### config.mk
export PLATFORM = sky130hd
export DESIGN_NAME = intr_arbiter_flat
export DESIGN_NICKNAME = d
export VERILOG_FILES = /design/src/rtl/intr_arbiter_pkg.sv /design/src/rtl/intr_arbiter_if.sv /design/src/rtl/intr_arbiter_prio_pick.sv /design/src/rtl/intr_arbiter.sv /design/src/flat_wrapper.sv
export SDC_FILE = /design/constraint.sdc
export NUM_CORES = 1
export LEC_CHECK = 0
export CAP_MARGIN = 10
export CORE_ASPECT_RATIO = 1.75
export CORE_UTILIZATION = 25
export DETAILED_ROUTE_END_ITERATION = 10
export DONT_BUFFER_PORTS = 1
export SYNTH_ARGS = -nofsm -noshare
export SYNTH_HDL_FRONTEND = slang
export SYNTH_SLANG_ARGS = --single-unit
### constraint.sdc
create_clock -name clk -period 2.8 [get_ports clk]
set_clock_uncertainty 0.05 [all_clocks]
set_input_delay 0.56 -clock clk [delete_from_list [all_inputs] [get_ports clk]]
set_output_delay 0.56 -clock clk [all_outputs]
set_load 0.02 [all_outputs]
### src/rtl/intr_arbiter_pkg.sv
`default_nettype none
// ============================================================================
// intr_pkg : SPR numbers, arbiter FSM encoding and code-width helper
// Rev 1.0
// ============================================================================
package intr_pkg;

    localparam logic [9:0] SPRN_IVPR      = 10'd63;
    localparam logic [9:0] SPRN_IVOR_BASE = 10'd400;

    typedef enum logic [1:0] {
        ST_IDLE    = 2'd0,
        ST_PRESENT = 2'd1,
        ST_ACK     = 2'd2
    } state_t;

    // A 2-source arbiter still needs one bit of exception code.
    function automatic int code_w(input int n);
        return (n <= 2) ? 1 : $clog2(n);
    endfunction

endpackage
`default_nettype wire

### src/rtl/intr_arbiter_if.sv
`default_nettype none
// ============================================================================
// intr_arbiter_if : source, SPR and control-unit signals of the arbiter
// Rev 1.0
// ============================================================================
interface intr_arbiter_if #(
    parameter int NSRC = 8
);
    import intr_pkg::*;

    localparam int CODE_W = code_w(NSRC);

    logic [NSRC-1:0]   src_req;
    logic [NSRC-1:0]   src_ack;
    logic              msr_ee;
    logic              spr_wr;
    logic [9:0]        spr_addr;
    logic [31:0]       spr_wd;
    logic [31:0]       spr_rd;
    logic              intr_valid;
    logic [CODE_W-1:0] excep_code;
    logic [31:0]       entry_addr;
    logic              cu_ack;

    modport master (
        output src_req, msr_ee, spr_wr, spr_addr, spr_wd, cu_ack,
        input  src_ack, spr_rd, intr_valid, excep_code, entry_addr
    );

    modport slave (
        input  src_req, msr_ee, spr_wr, spr_addr, spr_wd, cu_ack,
        output src_ack, spr_rd, intr_valid, excep_code, entry_addr
    );

endinterface
`default_nettype wire

### src/rtl/intr_arbiter_prio_pick.sv
`default_nettype none
// ============================================================================
// intr_prio_pick : cyclic priority search over an eligible vector from start
// Rev 1.0
// ============================================================================
module intr_prio_pick
    import intr_pkg::*;
#(
    parameter int NSRC   = 8,
    parameter int CODE_W = code_w(NSRC)
) (
    input  logic [NSRC-1:0]   eligible,
    input  logic [CODE_W-1:0] start,
    output logic [CODE_W-1:0] win,
    output logic              valid
);

    logic [CODE_W-1:0] lo_win, hi_win;
    logic              lo_hit, hi_hit;

    // Cyclic search from start == lowest eligible index at or above start,
    // falling back to the lowest eligible index overall when none is above.
    always_comb begin
        lo_win = '0;
        hi_win = '0;
        lo_hit = 1'b0;
        hi_hit = 1'b0;
        for (int i = NSRC - 1; i >= 0; i--) begin
            if (eligible[i]) begin
                lo_win = CODE_W'(i);
                lo_hit = 1'b1;
                if (CODE_W'(i) >= start) begin
                    hi_win = CODE_W'(i);
                    hi_hit = 1'b1;
                end
            end
        end
    end

    assign win   = hi_hit ? hi_win : lo_win;
    assign valid = lo_hit;

endmodule
`default_nettype wire

### src/rtl/intr_arbiter.sv
`default_nettype none
// ============================================================================
// intr_arbiter : interrupt source arbiter with IVPR/IVOR vector SPRs
// Rev 1.0
// ============================================================================
module intr_arbiter
    import intr_pkg::*;
#(
    parameter int              NSRC     = 8,
    parameter int              RR_MODE  = 0,
    parameter logic [NSRC-1:0] MASKABLE = 8'b1111_0000
) (
    input  logic          clk,
    input  logic          rst,
    intr_arbiter_if.slave bus
);

    localparam int CODE_W = code_w(NSRC);

    state_t            state_q, state_d;
    logic [NSRC-1:0]   pending_q, pending_d;
    logic [NSRC-1:0]   req_prev_q, req_prev_d;
    logic [CODE_W-1:0] win_q, win_d;
    logic [31:0]       entry_addr_q, entry_addr_d;
    logic [15:0]       ivpr_q, ivpr_d;
    logic [11:0]       ivor_q [NSRC];
    logic [11:0]       ivor_d [NSRC];

    logic [NSRC-1:0]   eligible;
    logic [NSRC-1:0]   src_ack;
    logic [CODE_W-1:0] pick_start;
    logic [CODE_W-1:0] pick_win;
    logic              pick_valid;
    logic [31:0]       spr_rd;
    logic              spr_wd_unused;

    // ------------------------------------------------------------------
    // SPR file: IVPR keeps the upper half-word, IVOR keeps bits [15:4]
    // ------------------------------------------------------------------
    always_comb begin
        ivpr_d = ivpr_q;
        ivor_d = ivor_q;
        spr_rd = '0;
        if (bus.spr_addr == SPRN_IVPR) begin
            spr_rd = {ivpr_q, 16'h0000};
            if (bus.spr_wr) begin
                ivpr_d = bus.spr_wd[31:16];
            end
        end
        for (int i = 0; i < NSRC; i++) begin
            if (bus.spr_addr == SPRN_IVOR_BASE + 10'(i)) begin
                spr_rd = {16'h0000, ivor_q[i], 4'h0};
                if (bus.spr_wr) begin
                    ivor_d[i] = bus.spr_wd[15:4];
                end
            end
        end
    end

    assign spr_wd_unused = ^bus.spr_wd[3:0];

    // ------------------------------------------------------------------
    // Pending capture: rising edge sets, acknowledge clears, set wins
    // ------------------------------------------------------------------
    always_comb begin
        for (int i = 0; i < NSRC; i++) begin
            src_ack[i] = (state_q == ST_ACK) && (win_q == CODE_W'(i));
        end
    end

    assign req_prev_d = bus.src_req;
    assign pending_d  = (pending_q & ~src_ack) | (bus.src_req & ~req_prev_q);
    assign eligible   = pending_q & (~MASKABLE | {NSRC{bus.msr_ee}});

    // ------------------------------------------------------------------
    // Search start: rotating pointer in round-robin mode, else index 0
    // ------------------------------------------------------------------
    generate
        if (RR_MODE != 0) begin : g_rr
            logic [CODE_W-1:0] ptr_q, ptr_d;

            always_comb begin
                ptr_d = ptr_q;
                if (state_q == ST_ACK) begin
                    ptr_d = (win_q == CODE_W'(NSRC - 1)) ? '0 : win_q + 1'b1;
                end
            end

            always_ff @(posedge clk or negedge rst) begin
                if (!rst) begin
                    ptr_q <= '0;
                end else begin
                    ptr_q <= ptr_d;
                end
            end

            assign pick_start = ptr_q;
        end else begin : g_fixed
            assign pick_start = '0;
        end
    endgenerate

    intr_prio_pick #(
        .NSRC   (NSRC),
        .CODE_W (CODE_W)
    ) u_pick (
        .eligible (eligible),
        .start    (pick_start),
        .win      (pick_win),
        .valid    (pick_valid)
    );

    // ------------------------------------------------------------------
    // Grant FSM: winner and vector are frozen once PRESENT is entered
    // ------------------------------------------------------------------
    always_comb begin
        state_d      = state_q;
        win_d        = win_q;
        entry_addr_d = entry_addr_q;
        unique case (state_q)
            ST_IDLE: begin
                if (pick_valid) begin
                    win_d        = pick_win;
                    entry_addr_d = {ivpr_q, ivor_q[pick_win], 4'b0000};
                    state_d      = ST_PRESENT;
                end
            end
            ST_PRESENT: begin
                if (bus.cu_ack) begin
                    state_d = ST_ACK;
                end
            end
            ST_ACK: begin
                state_d = ST_IDLE;
            end
            default: begin
                state_d = ST_IDLE;
            end
        endcase
    end

    always_ff @(posedge clk or negedge rst) begin
        if (!rst) begin
            state_q      <= ST_IDLE;
            pending_q    <= '0;
            req_prev_q   <= '0;
            win_q        <= '0;
            entry_addr_q <= '0;
            ivpr_q       <= '0;
            ivor_q       <= '{default: '0};
        end else begin
            state_q      <= state_d;
            pending_q    <= pending_d;
            req_prev_q   <= req_prev_d;
            win_q        <= win_d;
            entry_addr_q <= entry_addr_d;
            ivpr_q       <= ivpr_d;
            ivor_q       <= ivor_d;
        end
    end

    assign bus.src_ack    = src_ack;
    assign bus.spr_rd     = spr_rd;
    assign bus.intr_valid = (state_q == ST_PRESENT);
    assign bus.excep_code = win_q;
    assign bus.entry_addr = entry_addr_q;

endmodule
`default_nettype wire
### src/flat_wrapper.sv
// flat-port wrapper written by rule: the top's interface ports become plain ports
module intr_arbiter_flat import intr_pkg::*;
#(
    parameter int              NSRC     = 8,
    parameter int              RR_MODE  = 0,
    parameter logic [NSRC-1:0] MASKABLE = 8'b1111_0000
)
  (clk, rst, bus_src_req, bus_msr_ee, bus_spr_wr, bus_spr_addr, bus_spr_wd, bus_cu_ack, bus_src_ack, bus_spr_rd, bus_intr_valid, bus_excep_code, bus_entry_addr);
  intr_arbiter_if #(.NSRC(NSRC)) bus_i ();
  input  logic clk;
  input  logic rst;
  input wire logic [$bits(bus_i.src_req)-1:0] bus_src_req;
  input wire logic [$bits(bus_i.msr_ee)-1:0] bus_msr_ee;
  input wire logic [$bits(bus_i.spr_wr)-1:0] bus_spr_wr;
  input wire logic [$bits(bus_i.spr_addr)-1:0] bus_spr_addr;
  input wire logic [$bits(bus_i.spr_wd)-1:0] bus_spr_wd;
  input wire logic [$bits(bus_i.cu_ack)-1:0] bus_cu_ack;
  output wire logic [$bits(bus_i.src_ack)-1:0] bus_src_ack;
  output wire logic [$bits(bus_i.spr_rd)-1:0] bus_spr_rd;
  output wire logic [$bits(bus_i.intr_valid)-1:0] bus_intr_valid;
  output wire logic [$bits(bus_i.excep_code)-1:0] bus_excep_code;
  output wire logic [$bits(bus_i.entry_addr)-1:0] bus_entry_addr;
  assign bus_i.src_req = bus_src_req;
  assign bus_i.msr_ee = bus_msr_ee;
  assign bus_i.spr_wr = bus_spr_wr;
  assign bus_i.spr_addr = bus_spr_addr;
  assign bus_i.spr_wd = bus_spr_wd;
  assign bus_i.cu_ack = bus_cu_ack;
  assign bus_src_ack = bus_i.src_ack;
  assign bus_spr_rd = bus_i.spr_rd;
  assign bus_intr_valid = bus_i.intr_valid;
  assign bus_excep_code = bus_i.excep_code;
  assign bus_entry_addr = bus_i.entry_addr;
  intr_arbiter #(.NSRC(NSRC), .RR_MODE(RR_MODE), .MASKABLE(MASKABLE)) u_core (.clk(clk), .rst(rst), .bus(bus_i));
endmodule
==> results.yml, run 1 <==
worst_setup_path:
  crit_family: "simple AND/OR/NAND/NOR gates"
  critPathCaptureType: "output pin"
  r2r_slack_ps: 370
  path_class: "in -> out"
  r2r-end: "u_core.bus.entry_addr[6]"
  reg2reg_depth: 7
  path_cells: "or3b_4 > or4_4 > or2_4 > nor3_4 > buf_12 > a221o_1 > buf_12"
  startpoint_type: "input port"
  critPathMaxStageDelay_ps: 540
  rr_startpoint: "u_core.pending_q[7]"
  worst_ep_required_time_ps: 2190
  critPathLaunch: "bus_spr_addr[6]"
  critPathSlowestCell: "or4_4"
  crit_top_cell: "buf_12"
  worst-path-buf-inv: 2
  cp.arrival_ps: 2440
  cp_max_fo: 10
timing:
  hold_viol_final: 161
  tightestPinTransition_ps: 711
  period_minus_slack_ps: 3050
  grt_setup_unrepaired: "yes"
  whs_ps: -237
  fmax_mhz: 327
  fin_ws_ps: -254
  tns_ps: -1960
  final.period_utilization: 1.09
  slew_violations: 0
  worst_slew_margin_rel: 0.520
  setup_viol: 10
finish:
  fin_nets: 716
  layout-drive-gt1-share: 0.385
  seqCellArea_um2: 4030
  layout.cells.non_filler: 1064
  final_area_um2: 9220
  area_growth_pct: 18.1
  diodes: 0
  fillers: 3095
  final_util: 0.300
  multi_input_area_um2: 3580
power_and_ir_drop:
  p_total_mw: 5.71
  p_int_mw: 4.01
  powerDensity_nw_per_um2: 620
  switching_share: 0.298
  power.net_switching_mw: 1.70
  clockPowerShare: 0.390
  p_leak_nw: 4.25
  comb_power_share: 0.167
  seqPwrFrac: 0.443
  peakVddDrop_mv: 0.384
global_route:
  grt_pass1_vias: 5734
  overflow: 0
  grt_max_degree: 162
  antenna_found_initial: 0
  globalRouteTotalUtil: 0.145
  use_met2: 0.261
  grtUsageMet3: 0.0390
  top_usage_layer: "met2"
  grt_first_pass_wirelength_um: 33800
  met1_usage: 0.145
die:
  initial_utilization: 0.254
  die_h_um: 236
  die_x_um: 136
  die_area_um2: 32000
  rows: 85
  pin_count: 131
  core_area_um2: 30700
yosys:
  syn-cell-area_um2: 7810
  synth_top_area_share: 0.516
  yosysMostFrequentCell: "dfrtp_1"
  avgSynthCellArea_um2: 12.4
  ys_ff_latch: 161
  yosys.cell_types.count: 52
  synth_area_leaders: "dfrtp_1, mux2_2, mux4_2"
  ys_seq_area_frac: 0.516
  yosys-top-cells-count: "dfrtp_1, mux2_2, nand2_1, nor2_1, o21ai_0"
  synth_edf_count: 0
  async_flop_share: 1.00
  synthCells: 630
  synth_area_leader_cell: "dfrtp_1"
  ys.warnings.count: 0
  synthFlopType: "dfrtp_1"
clock_network:
  cts_tree: "done"
  cts_root_buffer: "clkbuf_16"
  clockBufferDepth: 2
  insertion_delay_ps: 450
  h-tree-depth: 4
  cts_sinks: 161
  path_clk_slew_ps: 70
  cts_buffers: 17
route:
  viasPerCell: 4.99
  drt_iter0_markers: 255
  ant_nets: 0
  drc: 0
  wl_per_cell_um: 20.7
  dr_total_vias: 5311
  wirelength_um: 22000
  first_pass_iters: 4
place:
  dp_slack_ps: -357
  place_hpwl_um: 15100
  gp_congestion: 0.784
  io_buffers: 0
  dp.cells: 1031
  placed_cell_area_um2: 8590
outcome:
  violations: "hold timing, setup timing"
  outcome: "finished, violations left"
hold_path:
  min_path_type: "in -> async"
job:
  drv_cap: 0
## cell type report
class / instances / area share
clock buffer: 22 / 0.0504
sequential: 161 / 0.437
clock inverter: 9 / 0.00923
multi-input combinational: 415 / 0.388
inverter: 12 / 0.00489
tap: 391 / 0.0531
timing repair buffer: 54 / 0.0575
## metal layers
metal  wire [µm]  up-vias
met5           0        -
met4        1020        0
met3        1330       59
met2       12000      178
met1        7670     2713
li1            -     2361
## power by group through the flow
stage | logic, mW | registers [mW] | clock network [mW]
floorplan | 0.585 | 2.53 | 0
global placement | 0.952 | 2.57 | 0
detailed placement | 0.958 | 2.57 | 0
CTS | 0.965 | 2.53 | 2.30
global route | 1.01 | 2.54 | 2.38
finish | 0.957 | 2.53 | 2.23
## worst reg2reg max path, delay by kind of cell (launching register included)
kind	cells	cell delay [ps]
compound gates	3	740
buf+inv	1	230
flops	1	400
mux	1	380
simple gates	2	490
## cells in the final DEF (no fill, tap or decap), drive strengths merged, types with 2 or more instances in the layout
master,synthesis,routed
nand2b,5,5
nand2,55,55
or2,2,2
conb,1,8
clkbuf,24,22
o211ai,2,2
nand3,4,4
clkinv,0,5
a21oi,18,18
inv,12,12
mux4,13,13
or3b,2,2
clkinvlp,0,3
nor3,6,6
a221o,9,9
mux2i,7,7
nor4,2,2
and2,17,17
nand4,2,2
buf,25,54
o21ai,27,27
a22o,10,10
a22oi,9,9
a222oi,10,10
mux2,148,148
a211o,2,2
a32o,10,10
o22ai,2,2
nor2,27,27
dfrtp,161,161
or3,3,3
nor2b,3,3
## cells by family after synthesis
kind of cell	synth area share
compound gates	0.0981
buf+inv	0.0361
flops	0.516
mux	0.265
other cells	0.000480
simple gates	0.0845
## registers in the layout (all words and copies together) (netlist names)
| signal | count |
|---|---|
| u_core.state_q | 2 |
| u_core.bus.entry_addr | 28 |
| u_core.bus.excep_code | 3 |
| u_core.req_prev_q | 8 |
| u_core.ivor_q | 96 |
| u_core.pending_q | 8 |
| u_core.ivpr_q | 16 |
## repair_timing
| item | CTS | global route |
|---|---|---|
| resized for setup | 11 | 9 |
| endpoints found under the setup margin | 10 | 10 |
| pin swaps | 3 | 7 |
| buffers inserted | 0 | 2 |
| hold endpoints to repair | 161 | 161 |
## worst max path at each step
stage / to / slack [ps] / depth (start not counted)
2_1_floorplan: bus_spr_rd[10] / -310 / 7
3_3_place_gp: bus_spr_rd[12] / -340 / 7
3_5_place_dp: bus_spr_rd[12] / -360 / 7
4_1_cts: bus_spr_rd[12] / -270 / 7
5_1_grt: bus_spr_rd[12] / -270 / 7
6_report: bus_spr_rd[12] / -250 / 7
(Power assumes the default switching activity.)
==> inputs of run 2 (changes only) <==
CTS_BUF_LIST = sky130_fd_sc_hd__clkbuf_4 sky130_fd_sc_hd__clkbuf_8   (was not set)
GPL_ROUTABILITY_DRIVEN = 0   (was not set)
==> results.yml, run 2 (synthesis results as in run 1) <==
place:
  place_hpwl_um: 15100
  placed_cell_area_um2: 8590
  dp.cells: 1031
  io_buffers: 0
route:
  drt_iter0_markers: 246
  wl_met1_um: 7620
  dr_total_vias: 5257
  wl_per_cell_um: 20.5
  wl_met2_um: 12000
  first_pass_iters: 7
  route.met3.wl_um: 1180
  top_layer: "met4"
  drc: 0
  viasPerCell: 4.94
  wirelength_um: 21800
  ant_nets: 0
finish:
  largest_register_ffs: 96
  final_common_cell: "dfrtp_1"
  fin_nets: 716
  layout-drive-gt1-share: 0.388
  final_area_um2: 9030
  top_register: "u_core.ivor_q"
  fillers: 3107
  layout.cells.non_filler: 1065
  area_growth_pct: 15.7
  final_util: 0.294
  layout_common_cells: "dfrtp_1, mux2_2, nand2_1, buf_4, o21ai_0"
timing:
  final.period_utilization: 1.08
  whs_ps: -281
  setup_viol: 10
  hold_viol_final: 161
  fin_ws_ps: -237
  period_minus_slack_ps: 3040
  fmax_mhz: 329
  worst_slew_margin_rel: 0.516
  tightestPinTransition_ps: 717
  grt_setup_unrepaired: "yes"
  slew_violations: 0
worst_setup_path:
  cp.arrival_ps: 2430
  critPathCaptureType: "output pin"
  path_class: "in -> out"
  worst_ep_required_time_ps: 2190
  cp_max_fo: 10
  startpoint_type: "input port"
global_route:
  grt_max_degree: 162
  grt_first_pass_wirelength_um: 33400
  grt_pass1_vias: 5663
  antenna_found_initial: 1
  globalRouteTotalUtil: 0.143
  overflow: 0
die:
  pin_count: 131
  die_h_um: 236
  core_area_um2: 30700
  rows: 85
  die_area_um2: 32000
  initial_utilization: 0.254
  die_x_um: 136
power_and_ir_drop:
  peakVddDrop_mv: 0.384
  p_total_mw: 5.13
  powerDensity_nw_per_um2: 568
  p_leak_nw: 4.17
job:
  drv_cap: 0
clock_network:
  clockBufferDepth: 2
  cts_root_buffer: "clkbuf_8"
  insertion_delay_ps: 490
  cts_sinks: 161
  cts_buffers: 17
  cts_tree: "done"
  h-tree-depth: 4
  path_clk_slew_ps: 90
outcome:
  violations: "hold timing, setup timing"
  outcome: "finished, violations left"
hold_path:
  min_path_type: "in -> async"
## run 2: cell count changes in the layout (fill, tap and decap cells not counted), sizes merged
cell   change
diode      +1
## run 2: cell type report
| cell class | count | area, µm² | area share |
|---|---|---|---|
| Tap cell | 391 | 489 | 0.0542 |
| Clock buffer | 22 | 284 | 0.0315 |
| Clock inverter | 9 | 85.1 | 0.00942 |
| Sequential cell | 161 | 4030 | 0.446 |
| Antenna cell | 1 | 2.50 | 0.000277 |
| Timing Repair Buffer | 54 | 527 | 0.0583 |
| Multi-Input combinational cell | 415 | 3570 | 0.395 |
| Inverter | 12 | 45.0 | 0.00499 |
## run 2: worst paths after layout
check,startpoint,end,slack (ps),cells past startpoint
setup / recovery,bus_spr_addr[6],bus_spr_rd[12],-240,7
hold / removal,rst,u_core.pending_q[4],-280,0
setup reg to reg,u_core.pending_q[7],u_core.bus.entry_addr[5],410,7
hold reg to reg,u_core.req_prev_q[2],u_core.pending_q[2],370,1
max in group asynchronous,rst,u_core.bus.entry_addr[20],2720,0
min in group clk,bus_src_req[4],u_core.req_prev_q[4],50,0
## run 2: layer usage
metal	track usage	up-vias
met3	0.0390	46
li1	-	2358
met2	0.254	165
met1	0.144	2688
met4	0.0930	0
met5	0	-
## run 2: stage by stage
stage / TNS, ps / setup slack (ps)
floorplan: -3670 / -308
global placement: -13830 / -342
detailed placement: -15730 / -357
CTS: -2060 / -273
global route: -2330 / -271
finish: -1970 / -237
## run 2: worst max-delay path: stages
cell and delay, ps:
or3b_4 380, or4_4 530, or2_4 270, nor3_4 150, buf_12 160, a221o_1 240, buf_12 130
## run 2: report_power, final
part           total (mW)  switching, mW  leakage, nW  internal [mW]
logic               0.948          0.603         1.81          0.346
registers            2.53          0.123         2.18           2.40
clock network        1.65          0.883        0.185          0.771
## run 2: what timing repair did
action / in CTS / in global routing
pin swaps: 3 / 8
resized for setup: 11 / 6
endpoints found under the hold margin: 161 / 161
setup buffers: 0 / 2
setup endpoints to repair: 10 / 10
==> inputs of run 3 (changes only) <==
ABC_CLOCK_PERIOD_IN_PS = 2800   (was not set)
CORE_ASPECT_RATIO = not set   (was 1.75)
==> results.yml, run 3 (synthesis results as in run 1) <==
outcome:
  outcome: "finished, violations left"
  violations: "hold timing, setup timing"
power_and_ir_drop:
  p_int_mw: 3.53
  peakVddDrop_mv: 0.368
  powerDensity_nw_per_um2: 566
  p_leak_nw: 4.17
  seqPwrFrac: 0.491
  clockPowerShare: 0.332
  comb_power_share: 0.177
  switching_share: 0.312
  power.net_switching_mw: 1.60
die:
  core_area_um2: 30700
  pin_count: 131
  die_h_um: 179
  die_x_um: 179
  rows: 64
  die_area_um2: 31900
  initial_utilization: 0.255
worst_setup_path:
  worst_ep_required_time_ps: 2190
  cp.arrival_ps: 2420
  rr_startpoint: "u_core.pending_q[7]"
  critPathLaunch: "bus_spr_addr[6]"
  startpoint_type: "input port"
  path_class: "in -> out"
  critPathCaptureType: "output pin"
  cp_max_fo: 10
global_route:
  globalRouteTotalUtil: 0.138
  grt_first_pass_wirelength_um: 32400
  overflow: 0
  antenna_found_initial: 1
  grt_max_degree: 162
  grt_pass1_vias: 5435
clock_network:
  cts_sinks: 161
  cts_buffers: 17
  clockBufferDepth: 2
  cts_root_buffer: "clkbuf_8"
  path_clk_slew_ps: 80
  h-tree-depth: 4
  cts_tree: "done"
  insertion_delay_ps: 470
timing:
  setup_viol: 10
  period_minus_slack_ps: 3030
  slew_violations: 0
  fin_ws_ps: -231
  worst_slew_margin_rel: 0.618
  whs_ps: -261
  grt_setup_unrepaired: "yes"
  hold_viol_final: 161
  fmax_mhz: 330
  final.period_utilization: 1.08
  tightestPinTransition_ps: 565
route:
  drt_iter0_markers: 356
  wl_per_cell_um: 19.7
  first_pass_iters: 5
  dr_total_vias: 5284
  wirelength_um: 21100
  drc: 0
  viasPerCell: 4.94
  ant_nets: 0
hold_path:
  min_path_type: "in -> async"
place:
  dp.cells: 1034
  io_buffers: 0
  placed_cell_area_um2: 8560
  place_hpwl_um: 14200
  dp_slack_ps: -319
finish:
  layout_common_cells: "dfrtp_1, mux2_2, nand2_1, buf_4, o21ai_0"
  final_common_cell: "dfrtp_1"
  final_util: 0.295
  top_register: "u_core.ivor_q"
  fillers: 3093
  final_area_um2: 9050
  fin_nets: 714
  layout-drive-gt1-share: 0.390
  area_growth_pct: 16.0
  largest_register_ffs: 96
  layout.cells.non_filler: 1069
job:
  drv_cap: 0
run 3: cell types whose count changed in the layout (fill, tap and decap cells not counted), sizes merged:
cell / previous run / this run
buf: 54 / 52
clkinv: 5 / 4
inv: 12 / 14
run 3: cell type report:
type | instances | area (µm²) | area share
timing repair buffer | 52 | 507 | 0.0560
clock inverter | 10 | 101 | 0.0112
clock buffer | 22 | 297 | 0.0327
multi-input combinational | 415 | 3580 | 0.395
tap | 396 | 495 | 0.0547
antenna | 1 | 2.50 | 0.000276
inverter | 12 | 45.0 | 0.00497
sequential | 161 | 4030 | 0.445
run 3: final timing paths:
check | to | slack [ps] | cells past startpoint
setup reg to reg | u_core.bus.entry_addr[15] | 380 | 6
min in group clk | u_core.req_prev_q[0] | 60 | 0
setup / recovery | bus_spr_rd[13] | -230 | 7
hold reg to reg | u_core.pending_q[1] | 370 | 1
hold / removal | u_core.ivor_q[64] | -260 | 0
max in group asynchronous | u_core.bus.entry_addr[16] | 2680 | 0
run 3: power groups by stage:
stage                     Clock [mW]  Sequential [mW]  Combinational [mW]
after floorplan                    0             2.53               0.585
after global routing            1.84             2.53               0.958
after global placement             0             2.56               0.894
final                           1.70             2.51               0.908
after detailed placement           0             2.56               0.895
after CTS                       1.76             2.52               0.899
run 3: per-layer routing:
metal | global-route usage | up-vias | part of all wire
met2 | 0.226 | 142 | 0.50
met3 | 0.0363 | 34 | 0.053
met5 | 0 | - | 0
li1 | - | 2358 | -
met1 | 0.169 | 2750 | 0.42
met4 | 0.0604 | 0 | 0.028
run 3: through the flow:
| stage | power [mW] | TNS (ps) |
|---|---|---|
| 2_1_floorplan | 3.11 | -3670 |
| 3_3_place_gp | 3.45 | -10480 |
| 3_5_place_dp | 3.46 | -12230 |
| 4_1_cts | 5.17 | -1760 |
| 5_1_grt | 5.33 | -2350 |
| 6_report | 5.12 | -1690 |
run 3: what timing repair did:
action | in CTS | in global routing
pin swaps | 5 | 1
setup buffers | 2 | 0
gates resized for setup | 18 | 3
setup endpoints to repair | 10 | 12
endpoints found under the hold margin | 161 | 161
run 3: critical path: stages:
cell and delay (ps):
or3b_4 380, or4_4 520, or2_4 260, nor3_4 150
buf_12 160, a221o_1 240, buf_6 140
